### config.mk
export PLATFORM = sky130hd
export DESIGN_NAME = rr_mux_arbiter
export DESIGN_NICKNAME = d
export VERILOG_FILES = /design/src/rtl/rr_mux_arbiter_pkg.sv /design/src/rtl/rr_mux_arbiter_rr_pick.sv /design/src/rtl/rr_mux_arbiter.sv
export SDC_FILE = /design/constraint.sdc
export NUM_CORES = 1
export LEC_CHECK = 0
export CORE_ASPECT_RATIO = 0.5
export CORE_MARGIN = 10
export CORE_UTILIZATION = 40
export DETAILED_ROUTE_END_ITERATION = 8
export SETUP_SLACK_MARGIN = 0.2
export SYNTH_ARGS = -nofsm -noshare
export SYNTH_HDL_FRONTEND = slang
export SYNTH_SLANG_ARGS = --single-unit
### constraint.sdc
create_clock -name clk -period 2.29 [get_ports clk]
set_input_delay 0.458 -clock clk [delete_from_list [all_inputs] [get_ports clk]]
set_output_delay 0.458 -clock clk [all_outputs]
set_load 0.005 [all_outputs]
### src/rtl/rr_mux_arbiter_pkg.sv
// Shared definitions for the 4:1 mux path: channel count, select width,
// arbiter state encoding and the A/B -> F3..F0 one-hot decode.
package mux_pkg;

    localparam int N_CH  = 4;
    localparam int SEL_W = 2;

    typedef enum logic {
        IDLE  = 1'b0,
        GRANT = 1'b1
    } state_t;

    // A is sel[1], B is sel[0]; F0 is active for AB=00.
    function automatic logic [N_CH-1:0] onehot(input logic [SEL_W-1:0] sel);
        logic [N_CH-1:0] f;
        case (sel)
            2'b00:   f = 4'b0001;
            2'b01:   f = 4'b0010;
            2'b10:   f = 4'b0100;
            default: f = 4'b1000;
        endcase
        return f;
    endfunction

endpackage

### src/rtl/rr_mux_arbiter_rr_pick.sv
// Rotating priority search: first requester at or after ptr, wrapping mod 4.
// Purely combinational.
module rr_pick
    import mux_pkg::*;
(
    input  logic [N_CH-1:0]  req,
    input  logic [SEL_W-1:0] ptr,
    output logic             found,
    output logic [SEL_W-1:0] idx
);

    // Scan offsets from farthest to nearest so the nearest hit wins.
    always_comb begin
        // NOTE: every output gets a default before the loop so no path leaves
        // it unassigned; otherwise synthesis infers a latch.
        found = 1'b0;
        idx   = ptr;
        for (int o = N_CH - 1; o >= 0; o--) begin
            if (req[ptr + SEL_W'(o)]) begin
                found = 1'b1;
                idx   = ptr + SEL_W'(o);
            end
        end
    end

endmodule

### src/rtl/rr_mux_arbiter.sv
// Round-robin arbiter driving the registered 2-bit select of the shared 4:1 mux,
// with done/withdraw/hold-limit release and a one-cycle timeout pulse.
module rr_mux_arbiter
    import mux_pkg::*;
#(
    parameter int MAX_HOLD = 16,
    parameter int HOLD_W   = 8
) (
    input  logic             clk,
    input  logic             rst_n,
    input  logic [N_CH-1:0]  req,
    input  logic             done,
    output logic [SEL_W-1:0] sel,
    output logic [N_CH-1:0]  grant,
    output logic             gnt_valid,
    output logic             timeout
);

    if (MAX_HOLD < 0 || HOLD_W < 1 || HOLD_W > 30 || MAX_HOLD >= (1 << HOLD_W)) begin : g_hold_w_check
        $fatal(1, "rr_mux_arbiter: HOLD_W=%0d cannot represent MAX_HOLD=%0d", HOLD_W, MAX_HOLD);
    end

    localparam logic [HOLD_W-1:0] HOLD_LIMIT = HOLD_W'(MAX_HOLD);
    localparam logic [HOLD_W-1:0] HOLD_ONE   = HOLD_W'(1);

    state_t            state_q, state_d;
    logic [SEL_W-1:0]  sel_q, sel_d;
    logic [N_CH-1:0]   grant_q, grant_d;
    logic              valid_q, valid_d;
    logic              timeout_q, timeout_d;
    logic [SEL_W-1:0]  ptr_q, ptr_d;
    logic [HOLD_W-1:0] hold_q, hold_d;

    logic              pick_found;
    logic [SEL_W-1:0]  pick_idx;
    logic              at_limit;
    logic              withdrawn;
    logic              release_grant;

    // ptr already sits one past the current grantee, so the same search
    // serves both the idle pick and the back-to-back pick on release.
    rr_pick u_pick (
        .req   (req),
        .ptr   (ptr_q),
        .found (pick_found),
        .idx   (pick_idx)
    );

    assign at_limit      = (MAX_HOLD != 0) && (hold_q == HOLD_LIMIT);
    assign withdrawn     = !req[sel_q];
    assign release_grant = done || withdrawn || at_limit;

    always_comb begin
        state_d   = state_q;
        sel_d     = sel_q;
        grant_d   = grant_q;
        valid_d   = valid_q;
        timeout_d = 1'b0;
        ptr_d     = ptr_q;
        hold_d    = hold_q;

        case (state_q)
            IDLE: begin
                if (pick_found) begin
                    state_d = GRANT;
                    sel_d   = pick_idx;
                    grant_d = onehot(pick_idx);
                    valid_d = 1'b1;
                    ptr_d   = pick_idx + SEL_W'(1);
                    hold_d  = HOLD_ONE;
                end
            end

            GRANT: begin
                if (release_grant) begin
                    // Only a pure hold-limit revocation is reported as a timeout.
                    timeout_d = at_limit && !done && !withdrawn;
                    if (pick_found) begin
                        sel_d   = pick_idx;
                        grant_d = onehot(pick_idx);
                        ptr_d   = pick_idx + SEL_W'(1);
                        hold_d  = HOLD_ONE;
                    end else begin
                        state_d = IDLE;
                        grant_d = '0;
                        valid_d = 1'b0;
                    end
                end else if (hold_q != '1) begin
                    hold_d = hold_q + HOLD_ONE;
                end
            end

            default: begin
                state_d = IDLE;
                grant_d = '0;
                valid_d = 1'b0;
            end
        endcase
    end

    always_ff @(posedge clk or negedge rst_n) begin
        if (!rst_n) begin
            state_q   <= IDLE;
            sel_q     <= '0;
            grant_q   <= '0;
            valid_q   <= 1'b0;
            timeout_q <= 1'b0;
            ptr_q     <= '0;
            hold_q    <= '0;
        end else begin
            // NOTE: non-blocking assignments keep every register sampling the
            // pre-edge values, independent of statement order.
            state_q   <= state_d;
            sel_q     <= sel_d;
            grant_q   <= grant_d;
            valid_q   <= valid_d;
            timeout_q <= timeout_d;
            ptr_q     <= ptr_d;
            hold_q    <= hold_d;
        end
    end

    assign sel       = sel_q;
    assign grant     = grant_q;
    assign gnt_valid = valid_q;
    assign timeout   = timeout_q;

endmodule

==> impl_table.tex <==
\begin{tabular}{lr}
\hline
Metric & Value \\
\hline
\multicolumn{2}{l}{\textbf{Synth}} \\
\quad Cell taking the most area after synthesis & sky130\_fd\_sc\_hd\_\_dfrtp\_1 \\
\quad Count of state elements after synthesis & 19 \\
\quad Most used DFF post-synth & sky130\_fd\_sc\_hd\_\_dfrtp\_1 \\
\quad Top area cells in the synthesized netlist & sky130\_fd\_sc\_hd\_\_dfrtp\_1 42\%, sky130\_fd\_sc\_hd\_\_ha\_1 6.7\%, sky130\_fd\_sc\_hd\_\_mux2\_4 5.3\%, sky130\_fd\_sc\_hd\_\_a22o\_1 3.9\%, sky130\_fd\_sc\_hd\_\_and3\_1 2.8\% \\
\quad Unique masters post-synth & 39 \\
\quad Syn. warnings & 0 \\
\quad Net count of the mapped netlist & 115 \\
\quad Proportion of synthesized chip area in sequential cells & between 40 and 50\% \\
\quad Post-Synthesis Cell Area & 1130 um\^{}2 \\
\quad Count of flip-flops with a built-in enable after synthesis & 0 \\
\quad Async set-reset flop share out of synthesis & 100\% \\
\quad Portion of synthesized cell area occupied by the leading cell type & between 40 and 50\% \\
\quad Post-Syn Area per Cell & 11.0 um\^{}2 \\
\quad Post-Syn Instances & 102 \\
\multicolumn{2}{l}{\textbf{Place}} \\
\quad Half-perimeter wire length after placement & 1800 um \\
\quad Quantity of I/O buffers inserted on ports & 14 \\
\quad Number of cells in the design after placement & 157 \\
\quad Routability cong. & 0.804 \\
\quad Pre-CTS setup slack & about 45 ps \\
\multicolumn{2}{l}{\textbf{Clocking}} \\
\quad Number of gates given a new drive strength after cts & 0 \\
\quad H-tree levels & 1 \\
\quad Clk sink count & 19 \\
\quad Number of post-CTS setup repair buffers & 0 \\
\quad Clock latency reported for the late side of the worst-skew pair & around 250 ps \\
\quad Maximum clock path buffer count & 2 \\
\quad Hold bufs inserted after CTS & 0 \\
\quad Clock-pin slew on the worst setup and hold paths & 70 ps \\
\quad Root Buffer Master & sky130\_fd\_sc\_hd\_\_clkbuf\_8 \\
\quad TritonCTS clock tree & yes \\
\quad Number of buffers inserted during clock tree synthesis & 3 \\
\multicolumn{2}{l}{\textbf{Layout}} \\
\quad Most common cell after layout, fill and taps aside & sky130\_fd\_sc\_hd\_\_dfrtp\_1 \\
\quad \# diodes & 0 \\
\quad Share of cells above drive strength 1 & around 16\% \\
\quad Most frequent cells in the layout & 19 x sky130\_fd\_sc\_hd\_\_dfrtp\_1, 14 x sky130\_fd\_sc\_hd\_\_clkdlybuf4s50\_1, 7 x sky130\_fd\_sc\_hd\_\_nand2\_1 \\
\quad Area Growth Syn to Fin & 23.8\% \\
\quad Net count, final & 138 \\
\quad Fill cell total of the finished layout & 254 \\
\quad Post-route insts no fill & roughly 160 \\
\multicolumn{2}{l}{\textbf{Routing}} \\
\quad Highest routed metal layer & met4 \\
\quad Vias per cell & 5.37 \\
\quad DRT iter0 DRCs & 45 \\
\quad Met3 wire length & $\sim$100 um \\
\quad Total vias in the final route & 865 \\
\quad Residual antenna-violating net count after detailed routing & 0 \\
\quad Total Routed Length & 2340 um \\
\quad Detailed Routing Iterations Pass 1 & 4 \\
\quad Routed length per placed instance & $\sim$15 um \\
\quad Met2 Wirelength & 1000 um \\
\quad DRC violation count after routing & 0 \\
\quad Routed length on met1 & $\sim$1200 um \\
\multicolumn{2}{l}{\textbf{Die}} \\
\quad Number of top-level design ports & 15 \\
\quad Floorplan die area & 5470 um\^{}2 \\
\quad Die boundary height & 57.5 um \\
\quad Width of the die & $\sim$95 um \\
\quad Count of standard-cell rows & 13 \\
\quad Initial cell density of the core & 42.7\% \\
\quad Floorplan core area & $\sim$2600 um\^{}2 \\
\multicolumn{2}{l}{\textbf{Run status}} \\
\quad Outcome & complete, no violations \\
\multicolumn{2}{l}{\textbf{Critical path}} \\
\quad Master of the slowest instance on the critical path & sky130\_fd\_sc\_hd\_\_clkdlybuf4s50\_1 \\
\quad Critical path startpoint category & input pin \\
\quad Kind of end point of the critical path & flop \\
\quad Critical path fanouts, max & 8 \\
\quad Data arrival time of the critical path & around 2100 ps \\
\quad Cell Chain, Critical Path & clkdlybuf4s50\_1 -> and2b\_1 -> o21ai\_0 -> o221a\_2 -> ha\_1 -> mux2\_4 \\
\quad Endpoint required time on the critical path & 2430 ps \\
\quad Maximum cell stage delay along the critical path & 580 ps \\
\quad Critical path start-end classification & in2reg \\
\multicolumn{2}{l}{\textbf{Timing}} \\
\quad Hold Vio Cnt, Final & 0 \\
\quad Max-Slew Margin vs Limit & 76.8\% \\
\quad Final period util & 86.6\% \\
\quad Maximum clock skew at final layout & a little under 6 ps \\
\quad Setup WS post-layout & between 300 and 400 ps \\
\quad Finish-stage setup viols & 0 \\
\quad Sum of negative setup slack & 0 ps \\
\quad Least-Margin Pin Slew & between 300 and 400 ps \\
\quad Max Slew Vio Count & 0 \\
\quad Setup repair after global routing missed its margin & no \\
\quad Final period demand of the worst path & 1980 ps \\
\quad Peak clock frequency supported by timing & $\sim$0.50 GHz \\
\multicolumn{2}{l}{\textbf{Flow run}} \\
\quad Maximum capacitance violations & 0 \\
\multicolumn{2}{l}{\textbf{Power}} \\
\quad Static power due to leakage & 0.627 nW \\
\quad PwrDens & 968 nW/um\^{}2 \\
\quad Net switching component of the power & 0.000449 W \\
\quad Internal Power & 0.000900 W \\
\quad Switching share of total power & 33.3\% \\
\quad Register share of total power & 38.4\% \\
\quad Comb pwr share & $\sim$45\% \\
\quad Maximum resistive drop on vdd & 0.577 mV \\
\quad Clock network fraction of design power & approximately 17\% \\
\multicolumn{2}{l}{\textbf{Global route}} \\
\quad Initial antenna violation count & 0 \\
\quad GRT Total Usage & 9.39\% \\
\quad First-pass GRT wire length & a little over 4000 um \\
\quad Overflow after GRT & 0 \\
\quad Maximum number of pins on one net before global-route repair & 20 \\
\quad Via count of the first global-routing pass & between 800 and 900 \\
\multicolumn{2}{l}{\textbf{Worst hold path}} \\
\quad Hold/Removal Path Class & reg2reg \\
\hline
\end{tabular}
-- metrics by stage --
step / hold slack, ps / utilization, % / total power [W] / instance area [um^2]
6_report: 505 / 52.9 / 0.00135 / 1390
5_1_grt: 522 / 52.9 / 0.00146 / 1390
4_1_cts: 506 / 52.8 / 0.00136 / 1390
3_5_place_dp: 489 / 51.0 / 0.00113 / 1350
3_3_place_gp: 489 / 51.0 / 0.00112 / 1350
2_1_floorplan: 162 / - / 0.000889 / 1130
-- cells by family (layout without fill, tap and decap cells) --
| family | Yosys count | count (layout) | synth area share (%) |
|---|---|---|---|
| multiplexers | 6 | 6 | 7.11 |
| flip-flops | 19 | 19 | 42.2 |
| adder cells (fa/ha/maj) | 6 | 6 | 6.67 |
| XOR/XNOR | 1 | 1 | 0.778 |
| AND/OR/NAND/NOR | 39 | 39 | 21.0 |
| AO/OA/AOI/OAI | 26 | 26 | 20.4 |
| buffers and inverters | 5 | 27 | 1.78 |
-- registers in the layout, indices dropped and copies added (netlist names) --
signal,flops
gnt_valid,1
grant,4
hold_q,8
sel,2
timeout,1
ptr_q,2
state_q,1
-- cell usage after synthesis, drive strengths merged (2+ instances only) --
master	count
a22o	5
nor3b	2
mux2i	2
inv	4
dfrtp	19
nand3b	3
a221o	2
o22ai	2
nand3	4
nor2b	4
mux2	4
nand2	7
a21oi	3
o21ai	5
ha	6
nor2	5
and3	5
nor4b	2
-- area by class of cell --
cell class,count,area (um^2),area share (%)
Sequential cell,19,475,34.1
Multi-Input combinational cell,78,634,45.5
Inverter,4,15.0,1.08
Tap cell,37,46.3,3.32
Clock buffer,4,45.0,3.23
Timing Repair Buffer,19,178,12.7
-- power groups by stage --
| stage | Sequential [W] | Clock (W) | Combinational (W) |
|---|---|---|---|
| 4_1_cts | 0.000517 | 0.000240 | 0.000606 |
| 6_report | 0.000518 | 0.000230 | 0.000601 |
| 5_1_grt | 0.000536 | 0.000261 | 0.000665 |
| 3_5_place_dp | 0.000522 | 0 | 0.000605 |
| 3_3_place_gp | 0.000527 | 0 | 0.000595 |
| 2_1_floorplan | 0.000508 | 0 | 0.000382 |
-- critical path, delay by kind of cell --
kind	cells	cell delay [ps]
buf+inv	1	580
mux	1	250
fa+ha+maj	1	240
compound gates	2	380
simple gates	1	200
-- routing by layer --
metal  up-vias  global-route usage (%)
li1        433                       -
met1       418                    11.9
met2        12                    14.3
met3         2                    3.52
met4         0                    3.18
met5         -                       0
-- final timing paths --
path | startpoint | end | slack, ps | cells after the start
worst min register to register | grant[2] | grant[2] | 510 | 1
min in group asynchronous | rst_n | grant[1] | 540 | 2
worst min-delay path | grant[2] | grant[2] | 510 | 1
max in group asynchronous | rst_n | state_q | 1540 | 2
worst max-delay path | req[3] | ptr_q[1] | 310 | 6
worst max register to register | hold_q[7] | ptr_q[0] | 440 | 4
Power figures use the tool's default switching activity.
